$ cat config.mk
export PLATFORM = sky130hd
export DESIGN_NAME = fruit_launcher_flat
export DESIGN_NICKNAME = d
export VERILOG_FILES = /design/src/rtl/fruit_launcher_if.sv /design/src/rtl/fruit_launcher.sv /design/src/flat_wrapper.sv
export SDC_FILE = /design/constraint.sdc
export NUM_CORES = 1
export LEC_CHECK = 0
export CORE_ASPECT_RATIO = 0.75
export CORE_MARGIN = 2
export CORE_UTILIZATION = 57
export CTS_CLUSTER_SIZE = 30
export DETAILED_ROUTE_END_ITERATION = 10
export GPL_TIMING_DRIVEN = 0
export PLACE_DENSITY = 0.86
export SYNTH_ARGS = -nofsm -noshare
export SYNTH_HDL_FRONTEND = slang
export SYNTH_SLANG_ARGS = --single-unit
$ cat constraint.sdc
create_clock -name clk -period 3.45 [get_ports clk]
set_input_delay 0.5175 -clock clk [delete_from_list [all_inputs] [get_ports clk]]
set_output_delay 0.5175 -clock clk [all_outputs]
set_load 0.02 [all_outputs]
$ cat src/rtl/fruit_launcher_if.sv
// Signal bundle between the fruit launcher, the game controller and one motion block.
// master = launcher side, slave = controller/motion side.
interface fruit_launcher_if;
    logic       en;
    logic       tick;
    logic       oob;
    logic       sliced;
    logic       obj_rstn;
    logic       obj_moveen;
    logic [9:0] initposx;
    logic [9:0] initposy;
    logic [9:0] initvx;
    logic [9:0] initvy;
    logic       initdx;
    logic       initdy;
    logic [9:0] ax;
    logic [9:0] ay;
    logic [1:0] adx;
    logic [1:0] ady;
    logic       active;
    logic       hit;
    logic       miss;
    logic [7:0] launch_cnt;

    modport master (
        input  en, tick, oob, sliced,
        output obj_rstn, obj_moveen,
        output initposx, initposy, initvx, initvy, initdx, initdy,
        output ax, ay, adx, ady,
        output active, hit, miss, launch_cnt
    );

    modport slave (
        output en, tick, oob, sliced,
        input  obj_rstn, obj_moveen,
        input  initposx, initposy, initvx, initvy, initdx, initdy,
        input  ax, ay, adx, ady,
        input  active, hit, miss, launch_cnt
    );
endinterface

$ cat src/rtl/fruit_launcher.sv
// Launch/retire sequencer for one fruit: picks LFSR launch parameters, arms and
// releases the motion block, then reports hit/miss and cools down before relaunching.
module fruit_launcher #(
    parameter logic [15:0] SEED           = 16'hACE1,
    parameter int unsigned SPAWN_Y        = 440,
    parameter int unsigned CENTER_X       = 320,
    parameter int unsigned AY             = 1,
    parameter int unsigned ARM_CYCLES     = 4,
    parameter int unsigned GRACE_TICKS    = 8,
    parameter int unsigned COOLDOWN_TICKS = 30
) (
    input  logic             clk,
    input  logic             rst,
    fruit_launcher_if.master bus
);
    localparam logic [9:0]  SPAWN_Y_V  = 10'(SPAWN_Y);
    localparam logic [9:0]  CENTER_X_V = 10'(CENTER_X);
    localparam logic [9:0]  AY_V       = 10'(AY);
    localparam logic [15:0] ARM_LAST   = 16'(ARM_CYCLES - 1);
    localparam logic [15:0] GRACE_MAX  = 16'(GRACE_TICKS);
    localparam logic [15:0] CD_LAST    = 16'(COOLDOWN_TICKS - 1);

    typedef enum logic [2:0] {
        S_IDLE,
        S_ARM,
        S_FLY,
        S_RETIRE,
        S_COOLDOWN
    } state_t;

    state_t      state_q;
    logic [15:0] lfsr_q;
    logic [15:0] lfsr_d;
    logic [15:0] arm_cnt_q;
    logic [15:0] grace_q;
    logic [15:0] cd_cnt_q;
    logic        obj_rstn_q;
    logic        obj_moveen_q;
    logic        active_q;
    logic        hit_q;
    logic        miss_q;
    logic [7:0]  launch_cnt_q;
    logic [9:0]  initposx_q;
    logic [9:0]  initposy_q;
    logic [9:0]  initvx_q;
    logic [9:0]  initvy_q;
    logic        initdx_q;
    logic        initdy_q;
    logic [9:0]  ax_q;
    logic [9:0]  ay_q;
    logic [1:0]  adx_q;
    logic [1:0]  ady_q;
    logic [9:0]  posx_d;
    logic        grace_done;

    // Fibonacci LFSR, taps 16,14,13,11; shifts every cycle regardless of state.
    always_comb begin
        lfsr_d = {lfsr_q[14:0], lfsr_q[15] ^ lfsr_q[13] ^ lfsr_q[12] ^ lfsr_q[10]};
        posx_d = 10'd64 + {1'b0, lfsr_q[8:0]};
    end

    assign grace_done = (grace_q == GRACE_MAX);

    always_ff @(posedge clk) begin
        if (rst) begin
            state_q      <= S_IDLE;
            lfsr_q       <= SEED;
            arm_cnt_q    <= '0;
            grace_q      <= '0;
            cd_cnt_q     <= '0;
            obj_rstn_q   <= 1'b0;
            obj_moveen_q <= 1'b0;
            active_q     <= 1'b0;
            hit_q        <= 1'b0;
            miss_q       <= 1'b0;
            launch_cnt_q <= '0;
            initposx_q   <= '0;
            initposy_q   <= '0;
            initvx_q     <= '0;
            initvy_q     <= '0;
            initdx_q     <= 1'b0;
            initdy_q     <= 1'b0;
            ax_q         <= '0;
            ay_q         <= '0;
            adx_q        <= 2'b00;
            ady_q        <= 2'b00;
        end else begin
            lfsr_q <= lfsr_d;
            hit_q  <= 1'b0;
            miss_q <= 1'b0;
            case (state_q)
                S_IDLE: begin
                    if (bus.en) begin
                        initposx_q   <= posx_d;
                        initposy_q   <= SPAWN_Y_V;
                        initvx_q     <= {7'd0, lfsr_q[11:9]};
                        initdx_q     <= (posx_d < CENTER_X_V);
                        initvy_q     <= 10'd12 + {7'd0, lfsr_q[15:13]};
                        initdy_q     <= 1'b0;
                        ax_q         <= '0;
                        adx_q        <= 2'b00;
                        ay_q         <= AY_V;
                        ady_q        <= 2'b11;
                        launch_cnt_q <= launch_cnt_q + 8'd1;
                        arm_cnt_q    <= '0;
                        active_q     <= 1'b1;
                        state_q      <= S_ARM;
                    end
                end
                S_ARM: begin
                    if (arm_cnt_q == ARM_LAST) begin
                        obj_rstn_q   <= 1'b1;
                        obj_moveen_q <= 1'b1;
                        grace_q      <= '0;
                        state_q      <= S_FLY;
                    end else begin
                        arm_cnt_q <= arm_cnt_q + 16'd1;
                    end
                end
                S_FLY: begin
                    // A cut always wins over leaving the screen in the same cycle.
                    if (bus.sliced || (bus.oob && grace_done)) begin
                        hit_q        <= bus.sliced;
                        miss_q       <= ~bus.sliced;
                        obj_rstn_q   <= 1'b0;
                        obj_moveen_q <= 1'b0;
                        active_q     <= 1'b0;
                        state_q      <= S_RETIRE;
                    end else if (bus.tick && !grace_done) begin
                        grace_q <= grace_q + 16'd1;
                    end
                end
                S_RETIRE: begin
                    cd_cnt_q <= '0;
                    state_q  <= S_COOLDOWN;
                end
                S_COOLDOWN: begin
                    if (bus.tick) begin
                        if (cd_cnt_q == CD_LAST) begin
                            state_q <= S_IDLE;
                        end else begin
                            cd_cnt_q <= cd_cnt_q + 16'd1;
                        end
                    end
                end
                default: state_q <= S_IDLE;
            endcase
        end
    end

    assign bus.obj_rstn   = obj_rstn_q;
    assign bus.obj_moveen = obj_moveen_q;
    assign bus.initposx   = initposx_q;
    assign bus.initposy   = initposy_q;
    assign bus.initvx     = initvx_q;
    assign bus.initvy     = initvy_q;
    assign bus.initdx     = initdx_q;
    assign bus.initdy     = initdy_q;
    assign bus.ax         = ax_q;
    assign bus.ay         = ay_q;
    assign bus.adx        = adx_q;
    assign bus.ady        = ady_q;
    assign bus.active     = active_q;
    assign bus.hit        = hit_q;
    assign bus.miss       = miss_q;
    assign bus.launch_cnt = launch_cnt_q;
endmodule
$ cat src/flat_wrapper.sv
// flat-port wrapper written by rule: the top's interface ports become plain ports
module fruit_launcher_flat 
#(
    parameter logic [15:0] SEED           = 16'hACE1,
    parameter int unsigned SPAWN_Y        = 440,
    parameter int unsigned CENTER_X       = 320,
    parameter int unsigned AY             = 1,
    parameter int unsigned ARM_CYCLES     = 4,
    parameter int unsigned GRACE_TICKS    = 8,
    parameter int unsigned COOLDOWN_TICKS = 30
)
  (clk, rst, bus_en, bus_tick, bus_oob, bus_sliced, bus_obj_rstn, bus_obj_moveen, bus_initposx, bus_initposy, bus_initvx, bus_initvy, bus_initdx, bus_initdy, bus_ax, bus_ay, bus_adx, bus_ady, bus_active, bus_hit, bus_miss, bus_launch_cnt);
  fruit_launcher_if bus_i ();
  input  logic clk;
  input  logic rst;
  input wire logic [$bits(bus_i.en)-1:0] bus_en;
  input wire logic [$bits(bus_i.tick)-1:0] bus_tick;
  input wire logic [$bits(bus_i.oob)-1:0] bus_oob;
  input wire logic [$bits(bus_i.sliced)-1:0] bus_sliced;
  output wire logic [$bits(bus_i.obj_rstn)-1:0] bus_obj_rstn;
  output wire logic [$bits(bus_i.obj_moveen)-1:0] bus_obj_moveen;
  output wire logic [$bits(bus_i.initposx)-1:0] bus_initposx;
  output wire logic [$bits(bus_i.initposy)-1:0] bus_initposy;
  output wire logic [$bits(bus_i.initvx)-1:0] bus_initvx;
  output wire logic [$bits(bus_i.initvy)-1:0] bus_initvy;
  output wire logic [$bits(bus_i.initdx)-1:0] bus_initdx;
  output wire logic [$bits(bus_i.initdy)-1:0] bus_initdy;
  output wire logic [$bits(bus_i.ax)-1:0] bus_ax;
  output wire logic [$bits(bus_i.ay)-1:0] bus_ay;
  output wire logic [$bits(bus_i.adx)-1:0] bus_adx;
  output wire logic [$bits(bus_i.ady)-1:0] bus_ady;
  output wire logic [$bits(bus_i.active)-1:0] bus_active;
  output wire logic [$bits(bus_i.hit)-1:0] bus_hit;
  output wire logic [$bits(bus_i.miss)-1:0] bus_miss;
  output wire logic [$bits(bus_i.launch_cnt)-1:0] bus_launch_cnt;
  assign bus_i.en = bus_en;
  assign bus_i.tick = bus_tick;
  assign bus_i.oob = bus_oob;
  assign bus_i.sliced = bus_sliced;
  assign bus_obj_rstn = bus_i.obj_rstn;
  assign bus_obj_moveen = bus_i.obj_moveen;
  assign bus_initposx = bus_i.initposx;
  assign bus_initposy = bus_i.initposy;
  assign bus_initvx = bus_i.initvx;
  assign bus_initvy = bus_i.initvy;
  assign bus_initdx = bus_i.initdx;
  assign bus_initdy = bus_i.initdy;
  assign bus_ax = bus_i.ax;
  assign bus_ay = bus_i.ay;
  assign bus_adx = bus_i.adx;
  assign bus_ady = bus_i.ady;
  assign bus_active = bus_i.active;
  assign bus_hit = bus_i.hit;
  assign bus_miss = bus_i.miss;
  assign bus_launch_cnt = bus_i.launch_cnt;
  fruit_launcher #(.SEED(SEED), .SPAWN_Y(SPAWN_Y), .CENTER_X(CENTER_X), .AY(AY), .ARM_CYCLES(ARM_CYCLES), .GRACE_TICKS(GRACE_TICKS), .COOLDOWN_TICKS(COOLDOWN_TICKS)) u_core (.clk(clk), .rst(rst), .bus(bus_i));
endmodule
**Word level (Yosys, flattened, before mapping)**

Index checks and enable logic that the tools add are counted.

- Flip-flop bits (word level): 106
- Bits in latches: 0
- Memory bits (writable): 0
- Bits in read-only memories: 0
- Bits of input ports: 6
- Output and inout bits: 79
- Memories: 0

- $add $sub $neg: 6
- $mul: 0
- Divide/modulo/power cells: 0
- $lt $le $gt $ge: 1
- Equal/unequal tests: 16
- Shift operators: 0
- Multiplexer cells: 21
- Bitwise logic cells: 6
- Reduce and logical (&&, ||, !) cells: 17

Operator list:

| operator | count |
|---|---|
| two-way mux 16 bit | 7 |
| case mux 16 bit (2 select lines) | 3 |
| adder 16 x 1 -> 16 bit (second input constant) | 3 |
| equality test 16 x 2 -> 1 bit (second input constant) | 1 |
| equality test 16 x 4 -> 1 bit (second input constant) | 1 |
| equality test 16 x 5 -> 1 bit (second input constant) | 1 |
| two-way mux 3 bit | 5 |
| case mux 3 bit (5 select lines) | 1 |
| AND reduction 3 bit | 4 |
| adder 7 x 9 -> 10 bit (first input constant) | 1 |
| < comparator 10 x 9 -> 1 bit (second input constant) | 1 |
| inequality test 2 bit (second input constant) | 5 |
| adder 8 x 1 -> 8 bit (second input constant) | 1 |
| inequality test 2 x 1 -> 1 bit (second input constant) | 4 |
| nonzero test 2 bit | 4 |
| equality test 3 x 2 -> 1 bit (second input constant) | 2 |
| adder 4 x 3 -> 5 bit (first input constant) | 1 |
| AND reduction 5 bit | 1 |
| case mux 1 bit (2 select lines) | 2 |
| AND reduction 4 bit | 1 |
| equality test 3 x 1 -> 1 bit (second input constant) | 1 |
| equality test 3 bit (second input constant) | 1 |
| zero test 3 bit | 1 |
| two-way mux 1 bit | 3 |
| other kinds (7) | 12 |

**Longest topological paths before layout**

Gate-level depths: netlist of run 1.

- Depth after elaboration: 6
- Mapped depth: 8
- Depth with buffers taken out: 7

**Worst setup path after synthesis of run 1**

Ideal clock, no wire load.

- Kind: in2reg
- Start: in rst
- End: reg u_core.grace_q[15]
- Arrival: 2.101 ns
- Required time: 3.355 ns
- Path slack: 1.253 ns
- Cell stages on the path: 7
- Path through: buf_2 -> nor4b_4 -> nand2_2 -> or2_1 -> buf_2 -> or4_1 -> o311ai_1

RTL lines:

| element | RTL line | text |
|---|---|---|
| start, declared | flat_wrapper.sv:15 | `input logic rst;` |
| end signal, assigned | fruit_launcher.sv:130 | `grace_q <= grace_q + 16'd1;` |
| end, declared | fruit_launcher.sv:35 | `logic [15:0] grace_q;` |

**Final worst setup path of run 1**

- Start: reg u_core.grace_q[0]
- End: reg u_core.grace_q[8]

- Word-level cells in the longest chain between the ends: 5
- Elaborated cells on any way between the ends: 12
- Classes of those cells: add/sub: 1; eq/ne: 3; mux: 3; reduce/logical: 5

RTL lines:

| element |
|---|
| branches (longest 5 deep; another with adder 16 x 1 -> 16 bit) |

Several ways; the timed one is not identified. The select of a mux whose other input is x is not followed.
A chain may end at the register's enable or synchronous reset.

==> results of run 1 <==
-- path summary, 6_finish.rpt --
kind / depth (start not counted) / slack [ns] / end
max reg2reg: 8 / 0.81 / u_core.grace_q[8]
min reg2reg: 2 / 0.46 / u_core.bus.initposx[2]
max: 8 / 0.81 / u_core.grace_q[8]
min: 2 / 0.46 / u_core.bus.initposx[2]
-- cells by family after synthesis --
family / synth area share [%]
simple gates: 27.4
flops: 42.1
buf+inv: 11.6
compound gates: 11.9
xor+xnor: 5.08
fa+ha+maj: 1.88
other cells: 0.0805
-- metrics by stage --
| stage | worst slack, ns | std cells | total power (W) | util (%) |
|---|---|---|---|---|
| 6_report | 0.813 | 755 | 0.00229 | 70.6 |
| 5_1_grt | 0.666 | 755 | 0.00236 | 70.6 |
| 4_1_cts | 0.881 | 755 | 0.00230 | 70.6 |
| 3_5_place_dp | 0.691 | 739 | 0.00151 | 67.8 |
| 3_3_place_gp | 0.784 | 739 | 0.00150 | 67.8 |
| 2_1_floorplan | 1.25 | 590 | 0.00142 | - |
-- registers in the layout, summed over array words and instances, names as in the netlist, 3 cells and up --
register / flops
u_core.state_q: 3
u_core.arm_cnt_q: 16
u_core.bus.initvx: 3
u_core.bus.initposx: 10
u_core.cd_cnt_q: 16
u_core.lfsr_q: 16
u_core.grace_q: 16
u_core.bus.launch_cnt: 8
u_core.bus.initvy: 4
-- critical path: stages, from the launching register on --
cell      delay (ns)
dfxtp_1         0.37
inv_1           0.09
ha_1            0.14
nor4b_1         0.34
nand4_1         0.31
a21oi_1         0.49
nor2_1          0.21
buf_2           0.24
o311ai_0        0.33
-- layout make-up --
class                      instances  area [µm²]
clock inverter                     7        96.3
clock buffer                       9         124
inverter                          21        78.8
buffer                            71         460
sequential                        98        1960
fill                             614        2330
multi-input combinational        400        2300
timing repair buffer              44         440
tap                              105         131
-- power by group --
group / internal [W] / switching (W)
Sequential: 0.00117 / 0.0000255
Combinational: 0.000126 / 0.000167
Clock: 0.000358 / 0.000452
Total: 0.00165 / 0.000644
-- cell usage in the layout, fill, tap and decap left out, types with 17 or more instances in the layout --
cell	synthesis	layout
nor2_1	42	42
inv_1	21	21
a21oi_1	39	39
nand2_1	61	61
clkdlybuf4s50_1	0	44
xor2_1	17	17
dfxtp_1	98	98
buf_4	48	48
nand3_1	27	27
conb_1	1	39
-- routing by layer --
metal	up-vias	track usage, %	part of all wire (%)
met1	1922	31.9	45
met3	17	4.79	6.4
met4	0	6.03	1.2
met5	-	0	0
li1	2045	-	-
met2	164	41.5	48
==> summary.txt, run 1 <==
Global routing
  • First-pass GRT wire length: 17400 µm
  • Vias in the first global route: 3842
  • Initial antenna violation count: 0
  • Gr ovfl total: 0
  • Largest net degree at the start of global routing: 20
  • Gr usage total: 24.3%

Die
  • Die area: 8910 µm²
  • I/O pin cnt: 85
  • Initial core utilization: 58.8%
  • Die W: 108 µm
  • Die Y: 82.3 µm
  • Core area: 7920 µm²
  • # rows: 28

Synth
  • Ys async rst share: 0%
  • Most frequent cell after synthesis: dfxtp_1
  • Mean post-synth cell area: 8.43 µm²
  • Post-Syn Area: 4660 µm²
  • Post-synth top area cell: dfxtp_1
  • Post-synth top cells: dfxtp_1 (98), nand2_1 (61), buf_4 (48)
  • Unique masters post-synth: 53
  • Top FF cell, synth: dfxtp_1
  • Syn Inst Count: 552
  • Yosys reg bits: 98
  • Synth top area share: 42.1%
  • Register area share after synthesis: 42.1%
  • Ys Warns: 0
  • Synth area leaders: dfxtp_1 (42%), buf_4 (7.7%), nand2_1 (4.9%)
  • Post-synth EDFFs: 0

Power and ir drop
  • Leak Pwr: 2.10 nW
  • PD cells: 410 nW/µm²
  • Worst-case vdd ir drop: 0.000310 V

CTS
  • Post-CTS Setup Repair Bufs: 0
  • Post-cts resize count: 0
  • Htree depth: 3
  • TritonCTS Sinks: 98
  • CTS Hold Bufs: 0
  • Root buffer cell: clkbuf_8
  • Clock Path Buffers: 2
  • Num CTS Buffers: 9
  • Clk Latency, worst-skew pair: 0.37 ns
  • CTS tree: yes
  • Clk slew on worst S/H paths: 0.10 ns

Run
  • Maxcap violations: 0

Routing
  • Vias: 4148
  • DRC Markers: 1
  • Initial DRC count: 271
  • Router iterations before antenna repair: 9
  • Avg Vias per Cell: 5.49
  • Routed wire length: 10600 µm
  • WL/cell: 14.1 µm
  • ANT nets after route: 0

Finish
  • Share of layout cells above drive strength 1: 12.6%
  • Nets: 658
  • Final Cell Area: 5590 µm²
  • Area grow syn2layout: 20.1%
  • N_diodes: 0

STA
  • FMAX: 379 MHz
  • Final max-slew violation count: 0
  • Slew Limit Headroom: 44.5%
  • Setup TNS: 0 ns
  • Final setup viols: 0
  • Fin crit period: 2.64 ns
  • Skew final: 0.00983 ns
  • Hold Vio Cnt, Final: 0
  • Minimum hold slack: 0.456 ns
  • Worst slew pin tran: 0.826 ns
  • Crit share post-route: 76.4%
  • RSZ-0062 raised after global routing: no

Run status
  • Status: complete, but fails checks
  • Violated checks: design-rule violations

Critical path
  • Critical path origin: u_core.grace_q[0]
  • Worst Path Required: 3.71 ns
  • Setup crit start kind: flop
  • Critical Setup Path Class: flop to flop
  • Worst Path Arrival: 2.89 ns
  • Worst R2R Start: u_core.grace_q[0]
  • CP endpoint kind: flop
  • Critical Path Fanout Max: 10

Placed design
  • Post-Place Cell Area: 5370 µm²
  • Post-DP HPWL: 7640 µm
  • Placer Congestion: 0.862
  • IO buf count: 44

Min path
  • Hold Path Class: flop to flop
  • Min-delay src: u_core.lfsr_q[2]
Power figures use the tool's default switching activity.
==> run 2: changes to the inputs <==
Settings changed: CORE_UTILIZATION 57 to 52, PLACE_DENSITY 0.86 to 0.79.
Clock period 3.45 ns to 2.8 ns, I/O delays scaled along.
==> summary.txt, run 2 (same netlist as run 1, synthesis figures left out) <==
Global routing
  • First-pass GRT wire length: 17600 µm (was 17400 µm)
  • Gr usage total: 22.5% (was 24.3%)
  • Initial antenna violation count: 0 (unchanged)
  • Largest net degree at the start of global routing: 17 (was 20)
  • Gr ovfl total: 0 (unchanged)
  • Vias in the first global route: 3749 (was 3842)

Power and ir drop
  • Sw Pwr: 0.000765 W (was 0.000644 W)
  • Switching share of power: 25.1% (was 28.1%)
  • PD cells: 538 nW/µm² (was 410 nW/µm²)
  • Total power: 0.00305 W (was 0.00229 W)
  • Leak Pwr: 2.13 nW (was 2.10 nW)
  • Sequential power share: 48.1% (was 51.9%)
  • Power share of the combinational group: 11.8% (was 12.8%)
  • Internal power: 0.00229 W (was 0.00165 W)
  • Clock power share: 40.1% (was 35.3%)
  • Worst-case vdd ir drop: 0.000509 V (was 0.000310 V)

Placed design
  • Placer Congestion: 0.830 (was 0.862)
  • IO buf count: 44 (unchanged)
  • Post-DP HPWL: 7830 µm (was 7640 µm)

Finish
  • Most common cell after layout, fill and taps aside: dfxtp_1 (unchanged)
  • Area grow syn2layout: 21.8% (was 20.1%)
  • Share of layout cells above drive strength 1: 12.5% (was 12.6%)
  • Post-layout util: 66.2% (was 70.6%)
  • Nets: 658 (unchanged)
  • Seq. cell area: 1960 µm² (unchanged)
  • Most frequent cells in the layout: dfxtp_1 (98), nand2_1 (61), buf_4 (48), clkdlybuf4s50_1 (44), nor2_1 (42) (unchanged)
  • Multi-input logic area: 2300 µm² (about the same)
  • N_diodes: 0 (unchanged)
  • Fillcell total: 714 (was 614)

Critical path
  • Setup crit start kind: flop (unchanged)
  • Critical Path Fanout Max: 10 (unchanged)
  • Worst Path Required: 3.03 ns (was 3.71 ns)
  • Register-to-register path setup slack: 0.28 ns (was 0.81 ns)
  • Worst Path Arrival: 2.75 ns (was 2.89 ns)
  • Critical Setup Path Class: flop to flop (unchanged)
  • CP endpoint kind: flop (unchanged)

STA
  • Final setup viols: 0 (unchanged)
  • Slew Limit Headroom: 42.7% (was 44.5%)
  • Fin crit period: 2.52 ns (was 2.64 ns)
  • RSZ-0062 raised after global routing: no (unchanged)
  • Setup TNS: 0 ns (unchanged)
  • Hold Vio Cnt, Final: 0 (unchanged)
  • Worst slew pin tran: 0.852 ns (was 0.826 ns)
  • Skew final: 0.00893 ns (was 0.00983 ns)
  • Crit share post-route: 90.1% (was 76.4%)
  • Final max-slew violation count: 0 (unchanged)
  • FMAX: 396 MHz (was 379 MHz)

Die
  • Initial core utilization: 54.4% (was 58.8%)
  • I/O pin cnt: 85 (unchanged)
  • # rows: 29 (was 28)
  • Die Y: 85.9 µm (was 82.3 µm)
  • Core area: 8560 µm² (was 7920 µm²)
  • Die area: 9730 µm² (was 8910 µm²)
  • Die W: 113 µm (was 108 µm)

Routing
  • DRC Markers: 6 (was 1)
  • Avg Vias per Cell: 5.41 (was 5.49)
  • Router iterations before antenna repair: 8 (was 9)
  • Routed wire length: 10800 µm (was 10600 µm)
  • WL/cell: 14.3 µm (was 14.1 µm)
  • ANT nets after route: 0 (unchanged)
  • Initial DRC count: 314 (was 271)
  • Vias: 4103 (was 4148)

Run status
  • Status: complete, but fails checks (unchanged)
  • Violated checks: design-rule violations (unchanged)

CTS
  • Clk Latency, worst-skew pair: 0.35 ns (was 0.37 ns)
  • Clk slew on worst S/H paths: 0.07 ns (was 0.10 ns)
  • Num CTS Buffers: 9 (unchanged)
  • Post-CTS Setup Repair Bufs: 0 (unchanged)
  • TritonCTS Sinks: 98 (unchanged)
  • Root buffer cell: clkbuf_16 (was clkbuf_8)
  • Htree depth: 3 (unchanged)
  • CTS Hold Bufs: 0 (unchanged)
  • Clock Path Buffers: 2 (unchanged)
  • Post-cts resize count: 0 (unchanged)
  • CTS tree: yes (unchanged)

Min path
  • Hold Path Class: flop to flop (unchanged)

Run
  • Maxcap violations: 0 (unchanged)
[run 2: final cells by class]
| class | count | share of cell area (%) |
|---|---|---|
| Multi-Input combinational cell | 400 | 40.6 |
| Inverter | 21 | 1.39 |
| Clock buffer | 11 | 4.10 |
| Clock inverter | 5 | 1.10 |
| Buffer | 71 | 8.12 |
| Tap cell | 108 | 2.38 |
| Sequential cell | 98 | 34.6 |
| Timing Repair Buffer | 44 | 7.76 |
[run 2: per-layer routing]
metal | vias to the layer above | share of wire [%] | GRT usage [%]
met5 | - | 0 | 0
met4 | 0 | 1.6 | 7.76
met3 | 16 | 6.4 | 6.71
met2 | 126 | 47 | 36.1
met1 | 1923 | 45 | 29.0
li1 | 2038 | - | -
[run 2: worst max-delay path, cell delays in order (launching register included)]
cell	delay [ns]
dfxtp_1	0.36
inv_1	0.10
ha_1	0.16
nor4b_1	0.42
nand4_1	0.33
a21oi_2	0.34
nor2_1	0.17
buf_2	0.23
o311ai_1	0.30
[run 2: final timing paths]
kind | from | to | depth (start not counted)
max | u_core.grace_q[0] | u_core.grace_q[12] | 8
min | u_core.lfsr_q[14] | u_core.lfsr_q[15] | 1
max reg2reg | u_core.grace_q[0] | u_core.grace_q[12] | 8
min reg2reg | u_core.lfsr_q[14] | u_core.lfsr_q[15] | 1
[run 2: metrics by stage]
step           worst slack, ns  hold WS [ns]  area [µm²]  instances
2_1_floorplan            0.701         0.417        4800        590
5_1_grt                  0.102         0.467        5670        758
6_report                 0.276         0.452        5670        758
3_5_place_dp             0.132         0.434        5370        742
4_1_cts                  0.170         0.449        5670        758
3_3_place_gp             0.163         0.430        5370        742
[run 2: power groups by stage]
stage | logic, W | clock network (W) | registers (W)
3_5_place_dp | 0.000357 | 0 | 0.00150
5_1_grt | 0.000391 | 0.00131 | 0.00147
2_1_floorplan | 0.000225 | 0 | 0.00152
4_1_cts | 0.000359 | 0.00125 | 0.00147
6_report | 0.000361 | 0.00123 | 0.00147
3_3_place_gp | 0.000352 | 0 | 0.00150
